--- src/rtl/axi_fft_pkg.sv ---
// axi_fft_pkg: shared definitions for the axi_fft output path.
//   fft_state_t        - output controller frame state
//   OVF_CNT_W          - width of the saturating overflow counter
//   elements_addr_size - buffer word address width for a given log2 FFT size
package axi_fft_pkg;

    typedef enum logic [1:0] {
        IDLE  = 2'd0,
        READY = 2'd1,
        DRAIN = 2'd2,
        FLUSH = 2'd3
    } fft_state_t;

    localparam int unsigned OVF_CNT_W = 16;

    // A frame is 2**nfft complex points, each stored as two 32-bit words (RE, IM).
    function automatic int unsigned elements_addr_size(input int unsigned nfft);
        return $clog2((2 ** nfft) * 2);
    endfunction

endpackage

--- src/rtl/fft_output_ctrl_arbiter.sv ---
// fft_port_arbiter: shares the output buffer's async read port between the
// host single-word reader (fixed priority) and the frame drain engine.
//   clk, reset       - clock, synchronous active-high reset
//   host_req/addr    - host single-word read request and address
//   drain_idx        - next word index the drain engine wants
//   drain_active     - drain engine is in its fetching state
//   m_axis_tvalid/
//   m_axis_tready    - current stream output handshake state
//   buf_rdata        - async buffer data for buf_raddr
//   buf_raddr        - buffer read address (combinational)
//   host_rdata/rvalid- registered host read result, one cycle after host_req
//   fetch            - drain engine may load buf_rdata into its output stage
module fft_port_arbiter #(
    parameter int unsigned AW = 4
) (
    input  logic          clk,
    input  logic          reset,
    input  logic          host_req,
    input  logic [AW-1:0] host_addr,
    input  logic [AW-1:0] drain_idx,
    input  logic          drain_active,
    input  logic          m_axis_tvalid,
    input  logic          m_axis_tready,
    input  logic [31:0]   buf_rdata,
    output logic [AW-1:0] buf_raddr,
    output logic [31:0]   host_rdata,
    output logic          host_rvalid,
    output logic          fetch
);

    always_comb begin
        buf_raddr = host_req ? host_addr : drain_idx;
    end

    // Output stage is free when empty or when its current beat leaves this cycle.
    always_comb begin
        fetch = drain_active && !host_req && (!m_axis_tvalid || m_axis_tready);
    end

    always_ff @(posedge clk) begin
        if (reset) begin
            host_rdata  <= '0;
            host_rvalid <= 1'b0;
        end else begin
            host_rvalid <= host_req;
            if (host_req) begin
                host_rdata <= buf_rdata;
            end
        end
    end

endmodule

--- src/rtl/fft_output_ctrl.sv ---
// fft_output_ctrl: owns the FFT output buffer read port, tracks frame
// availability, drains frames onto an AXI-Stream master and serves host reads.
//   clk, reset        - clock, synchronous active-high reset
//   buf_raddr/rdata   - buffer async read port
//   buf_received      - one-cycle pulse: buffer holds a new frame
//   cfg_auto_drain    - start draining as soon as a frame is ready
//   cfg_start         - start drain (READY only)
//   cfg_discard       - drop held frame (READY only)
//   host_req/addr     - host single-word read
//   host_rdata/rvalid - host read result, latency 1
//   m_axis_*          - AXI-Stream master (tlast on word N_ELEMENTS-1)
//   frame_ready       - frame held and not yet consumed
//   busy              - drain in progress (DRAIN or FLUSH)
//   drain_done        - pulse after the tlast beat is accepted
//   overflow_cnt      - saturating count of frames overwritten before consumption
module fft_output_ctrl
    import axi_fft_pkg::*;
#(
    parameter int unsigned NFFT               = 3,
    parameter int unsigned POINT_SIZE         = 2 ** NFFT,
    parameter int unsigned N_ELEMENTS         = POINT_SIZE * 2,
    parameter int unsigned ELEMENTS_ADDR_SIZE = elements_addr_size(NFFT)
) (
    input  logic                          clk,
    input  logic                          reset,
    output logic [ELEMENTS_ADDR_SIZE-1:0] buf_raddr,
    input  logic [31:0]                   buf_rdata,
    input  logic                          buf_received,
    input  logic                          cfg_auto_drain,
    input  logic                          cfg_start,
    input  logic                          cfg_discard,
    input  logic                          host_req,
    input  logic [ELEMENTS_ADDR_SIZE-1:0] host_addr,
    output logic [31:0]                   host_rdata,
    output logic                          host_rvalid,
    output logic                          m_axis_tvalid,
    input  logic                          m_axis_tready,
    output logic [31:0]                   m_axis_tdata,
    output logic                          m_axis_tlast,
    output logic                          frame_ready,
    output logic                          busy,
    output logic                          drain_done,
    output logic [OVF_CNT_W-1:0]          overflow_cnt
);

    localparam logic [ELEMENTS_ADDR_SIZE-1:0] LAST_IDX = ELEMENTS_ADDR_SIZE'(N_ELEMENTS - 1);

    fft_state_t                    state;
    logic [ELEMENTS_ADDR_SIZE-1:0] drain_idx;
    logic                          fetch;
    logic                          beat_acc;
    logic                          flush_done;
    logic                          ovf_evt;
    // A frame arrived during FLUSH: after completion it is the held frame.
    logic                          pend;

    fft_port_arbiter #(
        .AW (ELEMENTS_ADDR_SIZE)
    ) u_arb (
        .clk           (clk),
        .reset         (reset),
        .host_req      (host_req),
        .host_addr     (host_addr),
        .drain_idx     (drain_idx),
        .drain_active  (state == DRAIN),
        .m_axis_tvalid (m_axis_tvalid),
        .m_axis_tready (m_axis_tready),
        .buf_rdata     (buf_rdata),
        .buf_raddr     (buf_raddr),
        .host_rdata    (host_rdata),
        .host_rvalid   (host_rvalid),
        .fetch         (fetch)
    );

    always_comb begin
        beat_acc   = m_axis_tvalid && m_axis_tready;
        flush_done = (state == FLUSH) && beat_acc && m_axis_tlast;
        ovf_evt    = buf_received &&
                     ((state == READY) || (state == DRAIN) || ((state == FLUSH) && !flush_done));
        busy       = (state == DRAIN) || (state == FLUSH);
    end

    always_ff @(posedge clk) begin
        if (reset) begin
            state         <= IDLE;
            drain_idx     <= '0;
            m_axis_tvalid <= 1'b0;
            m_axis_tdata  <= '0;
            m_axis_tlast  <= 1'b0;
            frame_ready   <= 1'b0;
            drain_done    <= 1'b0;
            overflow_cnt  <= '0;
            pend          <= 1'b0;
        end else begin
            drain_done <= 1'b0;

            // A fetch refills the output stage in the same cycle the old beat leaves.
            if (fetch) begin
                m_axis_tdata  <= buf_rdata;
                m_axis_tvalid <= 1'b1;
                m_axis_tlast  <= (drain_idx == LAST_IDX);
            end else if (beat_acc) begin
                m_axis_tvalid <= 1'b0;
            end

            if (ovf_evt && (overflow_cnt != '1)) begin
                overflow_cnt <= overflow_cnt + 1'b1;
            end

            unique case (state)
                IDLE: begin
                    if (buf_received) begin
                        state       <= READY;
                        frame_ready <= 1'b1;
                    end
                end
                READY: begin
                    if (cfg_start || cfg_auto_drain) begin
                        state     <= DRAIN;
                        drain_idx <= '0;
                        pend      <= 1'b0;
                    end else if (cfg_discard) begin
                        state       <= IDLE;
                        frame_ready <= 1'b0;
                    end
                end
                DRAIN: begin
                    if (fetch) begin
                        if (drain_idx == LAST_IDX) begin
                            drain_idx <= '0;
                            state     <= FLUSH;
                        end else begin
                            drain_idx <= drain_idx + 1'b1;
                        end
                    end
                end
                FLUSH: begin
                    if (flush_done) begin
                        drain_done <= 1'b1;
                        pend       <= 1'b0;
                        if (buf_received || pend) begin
                            state       <= READY;
                            frame_ready <= 1'b1;
                        end else begin
                            state       <= IDLE;
                            frame_ready <= 1'b0;
                        end
                    end else if (buf_received) begin
                        pend <= 1'b1;
                    end
                end
                default: state <= IDLE;
            endcase
        end
    end

endmodule

--- config.mk ---
export PLATFORM = sky130hd
export DESIGN_NAME = fft_output_ctrl
export DESIGN_NICKNAME = d
export VERILOG_FILES = /design/src/rtl/axi_fft_pkg.sv /design/src/rtl/fft_output_ctrl_arbiter.sv /design/src/rtl/fft_output_ctrl.sv
export SDC_FILE = /design/constraint.sdc
export NUM_CORES = 1
export LEC_CHECK = 0
export ABC_AREA = 1
export BUFFER_PORTS_ARGS = -buffer_cell sky130_fd_sc_hd__buf_2
export CAP_MARGIN = 0
export CORE_MARGIN = 8
export CORE_UTILIZATION = 53
export CTS_CLUSTER_DIAMETER = 120
export DETAILED_ROUTE_END_ITERATION = 8
export PLACE_DENSITY = 0.84
export SETUP_SLACK_MARGIN = 0.5
export SYNTH_ARGS = -nofsm -noshare
export SYNTH_HDL_FRONTEND = slang
export SYNTH_SLANG_ARGS = --single-unit
--- constraint.sdc ---
create_clock -name clk -period 3.2 [get_ports clk]
set_clock_uncertainty 0.1 [all_clocks]
set_input_delay 0.32 -clock clk [delete_from_list [all_inputs] [get_ports clk]]
set_output_delay 0.32 -clock clk [all_outputs]
set_load 0.005 [all_outputs]
==> impl_results.md <==
* Status: finished, final reports clean
* Yosys top cell area share at 48.4%
* Largest cells by area after synthesis: dfxtp_1 (48%), nor2_1 (16%), o21ai_0 (9.6%), nand2_1 (6.5%), a21oi_1 (3.2%)
* Initial antenna violation count at 0
* Final setup fails at 0
* Avg Vias per Cell at 5.03
* Final worst path period need at 2.22 ns
* Post-Route Setup TNS at 0 ns
* FF+latch area at 0.00184 mm²
* Flop pwr share at 47.9%
* Worst path arrival time at 2.36 ns
* Comb pwr share at 25.0%
* H-tree depth at 3
* WP data required at 3.34 ns
* Pin count of the biggest net entering global routing at 58
* Delay of the slowest critical-path stage at 0.42 ns
* Pleak at 2.22 nW
* WL final at 10.4 mm
* Cell Area, Synth at 0.00381 mm²
* Critical-path cell list: inv_1 -> ha_1 -> inv_1 -> nor2_2 -> nand2_4 -> clkinv_1 -> buf_4 -> nor2_1 -> nor2_1
* Worst rel slew slack at 64.9%
* Slowest-stage cell, CP: dfxtp_1
* Core Area at 0.00710 mm²
* CTS tree: done
* Grt total ovfl at 0
* Routed Antenna Nets at 0
* Gp weighted congestion at 0.874
* Bufs on Longest Clock Path at 2
* Final Core Density at 66.3%
* Multi-input gate area in the final layout at 0.00174 mm²
* Die Width at 101 µm
* Synthesized area per cell at 7.24 µm²
* Post-synth cell types at 26
* VDD IR max at 0.298 mV
* Final HPWL DP at 7.66 mm
* Final non-filler cell area at 0.00471 mm²
* CTS root buffer: clkbuf_8
* Path type of the worst min-delay path: primary input to flip-flop
* I/O pin count at 134
* Max-slew violations at 0
* Number of buffers created by CTS at 9
* Clock latency on the worst-skew pair at 0.35 ns
* Die span in y at 101 µm
* Placed Area at 0.00451 mm²
* Count of input and output buffers at 133
* Pwr/cell area at 603 mW/mm²
* Clock tree sinks at 92
* Maxcap violations at 0
* Synthesized flop and latch total at 92
* Clock power frac at 27.0%
* Most common cell after layout, fill and taps aside: nor2_1
* Share of layout cells above drive strength 1 at 25.6%
* Crit end category: flip-flop
* Drc violations at 0
* Switch Pwr at 0.931 mW
* RSZ-0062 raised after global routing: false
* Ant. Diodes at 0
* First-pass GRT wire length at 17.3 mm
* Int Pwr at 1.91 mW
* Clock transition at path regs at 0.09 ns
* Layout area overhead at 23.6%
* Nets at 703
* Cts hold-fix bufs at 0
* FILL cells at 658
* Slew @ Worst Pin at 0.526 ns
* Vias in the first global route at 3,900
* GRT Resource Usage Total at 20.9%
* Rows at 31
* Initial DRC Count at 137
* Tcrit/Tclk final at 69.3%
* Area leader, netlist: dfxtp_1
* Synth Instances at 526
* Ys Warns at 0
* Vias at 3,796
* Setup crit start kind: flip-flop
* Starting density of the core at 53.6%
* Die ar. at 0.0102 mm²
* 1st-pass router iterations at 7
* Syn Nets at 578
* Most frequent cells in the layout: nor2_1 (167), buf_2 (133), dfxtp_1 (92), o21ai_0 (73), nand2_1 (66)
* Sw Share at 32.8%
* Post-synthesis sequential area ratio at 48.4%
* Crit Path Class: flip-flop to flip-flop
* Final hold vios at 0
* Fmax at 451 MHz
* Worst Path Max Fanout at 35
* Routed WL per cell at 13.7 µm
==> logic make-up (layout without fill, tap and decap cells) <==
family | after synthesis | in the layout | share of synthesized area (%)
compound gates | 100 | 100 | 13.5
buf+inv | 52 | 181 | 5.95
simple gates | 272 | 272 | 29.1
xor+xnor | 2 | 2 | 0.460
fa+ha+maj | 8 | 8 | 2.63
flops | 92 | 92 | 48.4
==> critical path: cells and delay by family (launching register included) <==
kind,cells,cell delay [ns]
flip-flops,1,0.42
adder cells (fa/ha/maj),1,0.27
AND/OR/NAND/NOR,4,0.51
buffers and inverters,4,0.80
==> power by group through the flow <==
stage | logic, mW | clock network [mW] | registers (mW)
final | 0.710 | 0.766 | 1.36
after detailed placement | 0.711 | 0 | 1.38
after global routing | 0.813 | 0.819 | 1.38
after floorplan | 0.462 | 0 | 1.38
after CTS | 0.712 | 0.775 | 1.36
after global placement | 0.679 | 0 | 1.38
==> final timing paths <==
check                                   from             endpoint  slack (ns)  depth (start not counted)
worst max register to register      state[0]     m_axis_tdata[19]        0.98                          9
worst max-delay path                state[0]     m_axis_tdata[19]        0.98                          9
worst min-delay path            buf_rdata[4]  u_arb.host_rdata[4]        0.11                          3
worst min register to register          pend                 pend        0.36                          2
==> registers in the layout, summed over array words and instances (netlist names), 4 cells and up, named ones only <==
| name | cells |
|---|---|
| m_axis_tdata | 32 |
| u_arb.host_rdata | 32 |
| overflow_cnt | 16 |
| drain_idx | 4 |
==> metrics by stage <==
stage	power [mW]	setup WS [ns]	std cells	hold slack, ns
6_report	2.84	0.982	754	0.107
5_1_grt	3.01	0.697	754	0.114
4_1_cts	2.84	0.725	754	0.0977
3_5_place_dp	2.09	0.737	739	0.345
3_3_place_gp	2.06	0.915	739	0.342
2_1_floorplan	1.84	1.58	526	0.327
==> area by class of cell <==
type,instances,area share [%]
Clock buffer,9,2.63
Clock inverter,6,1.36
Inverter,28,2.23
Multi-Input combinational cell,382,37.1
Sequential cell,92,39.1
Tap cell,99,2.63
Timing Repair Buffer,138,14.9
==> repair_timing <==
action                                  CTS  global route
buffers inserted                          0             0
endpoints found under the setup margin    0            28
gates resized for setup                   0             1
==> metal layers <==
layer	vias up	routed length, µm	global-route usage, %
met5	-	0	0
met4	0	187	8.49
met3	18	803	6.77
met2	105	5060	36.6
met1	1751	4310	22.5
li1	1922	-	-
==> synthesized netlist by cell type <==
library cell / number
nand3_2: 1
nor2_2: 3
o21ai_1: 2
clkinv_1: 3
clkbuf_1: 16
and2_1: 1
nand3_1: 21
inv_1: 23
o21bai_4: 1
a21oi_1: 24
o21ai_0: 73
buf_8: 1
nand4_1: 3
nand2_1: 66
buf_6: 2
xnor2_1: 2
nor2_4: 2
inv_2: 2
nand2_2: 6
nand3b_1: 1
dfxtp_1: 92
nor2_1: 167
buf_2: 4
nor4_1: 1
ha_1: 8
buf_1: 1
Note: power is estimated with default switching activity, not from simulation.
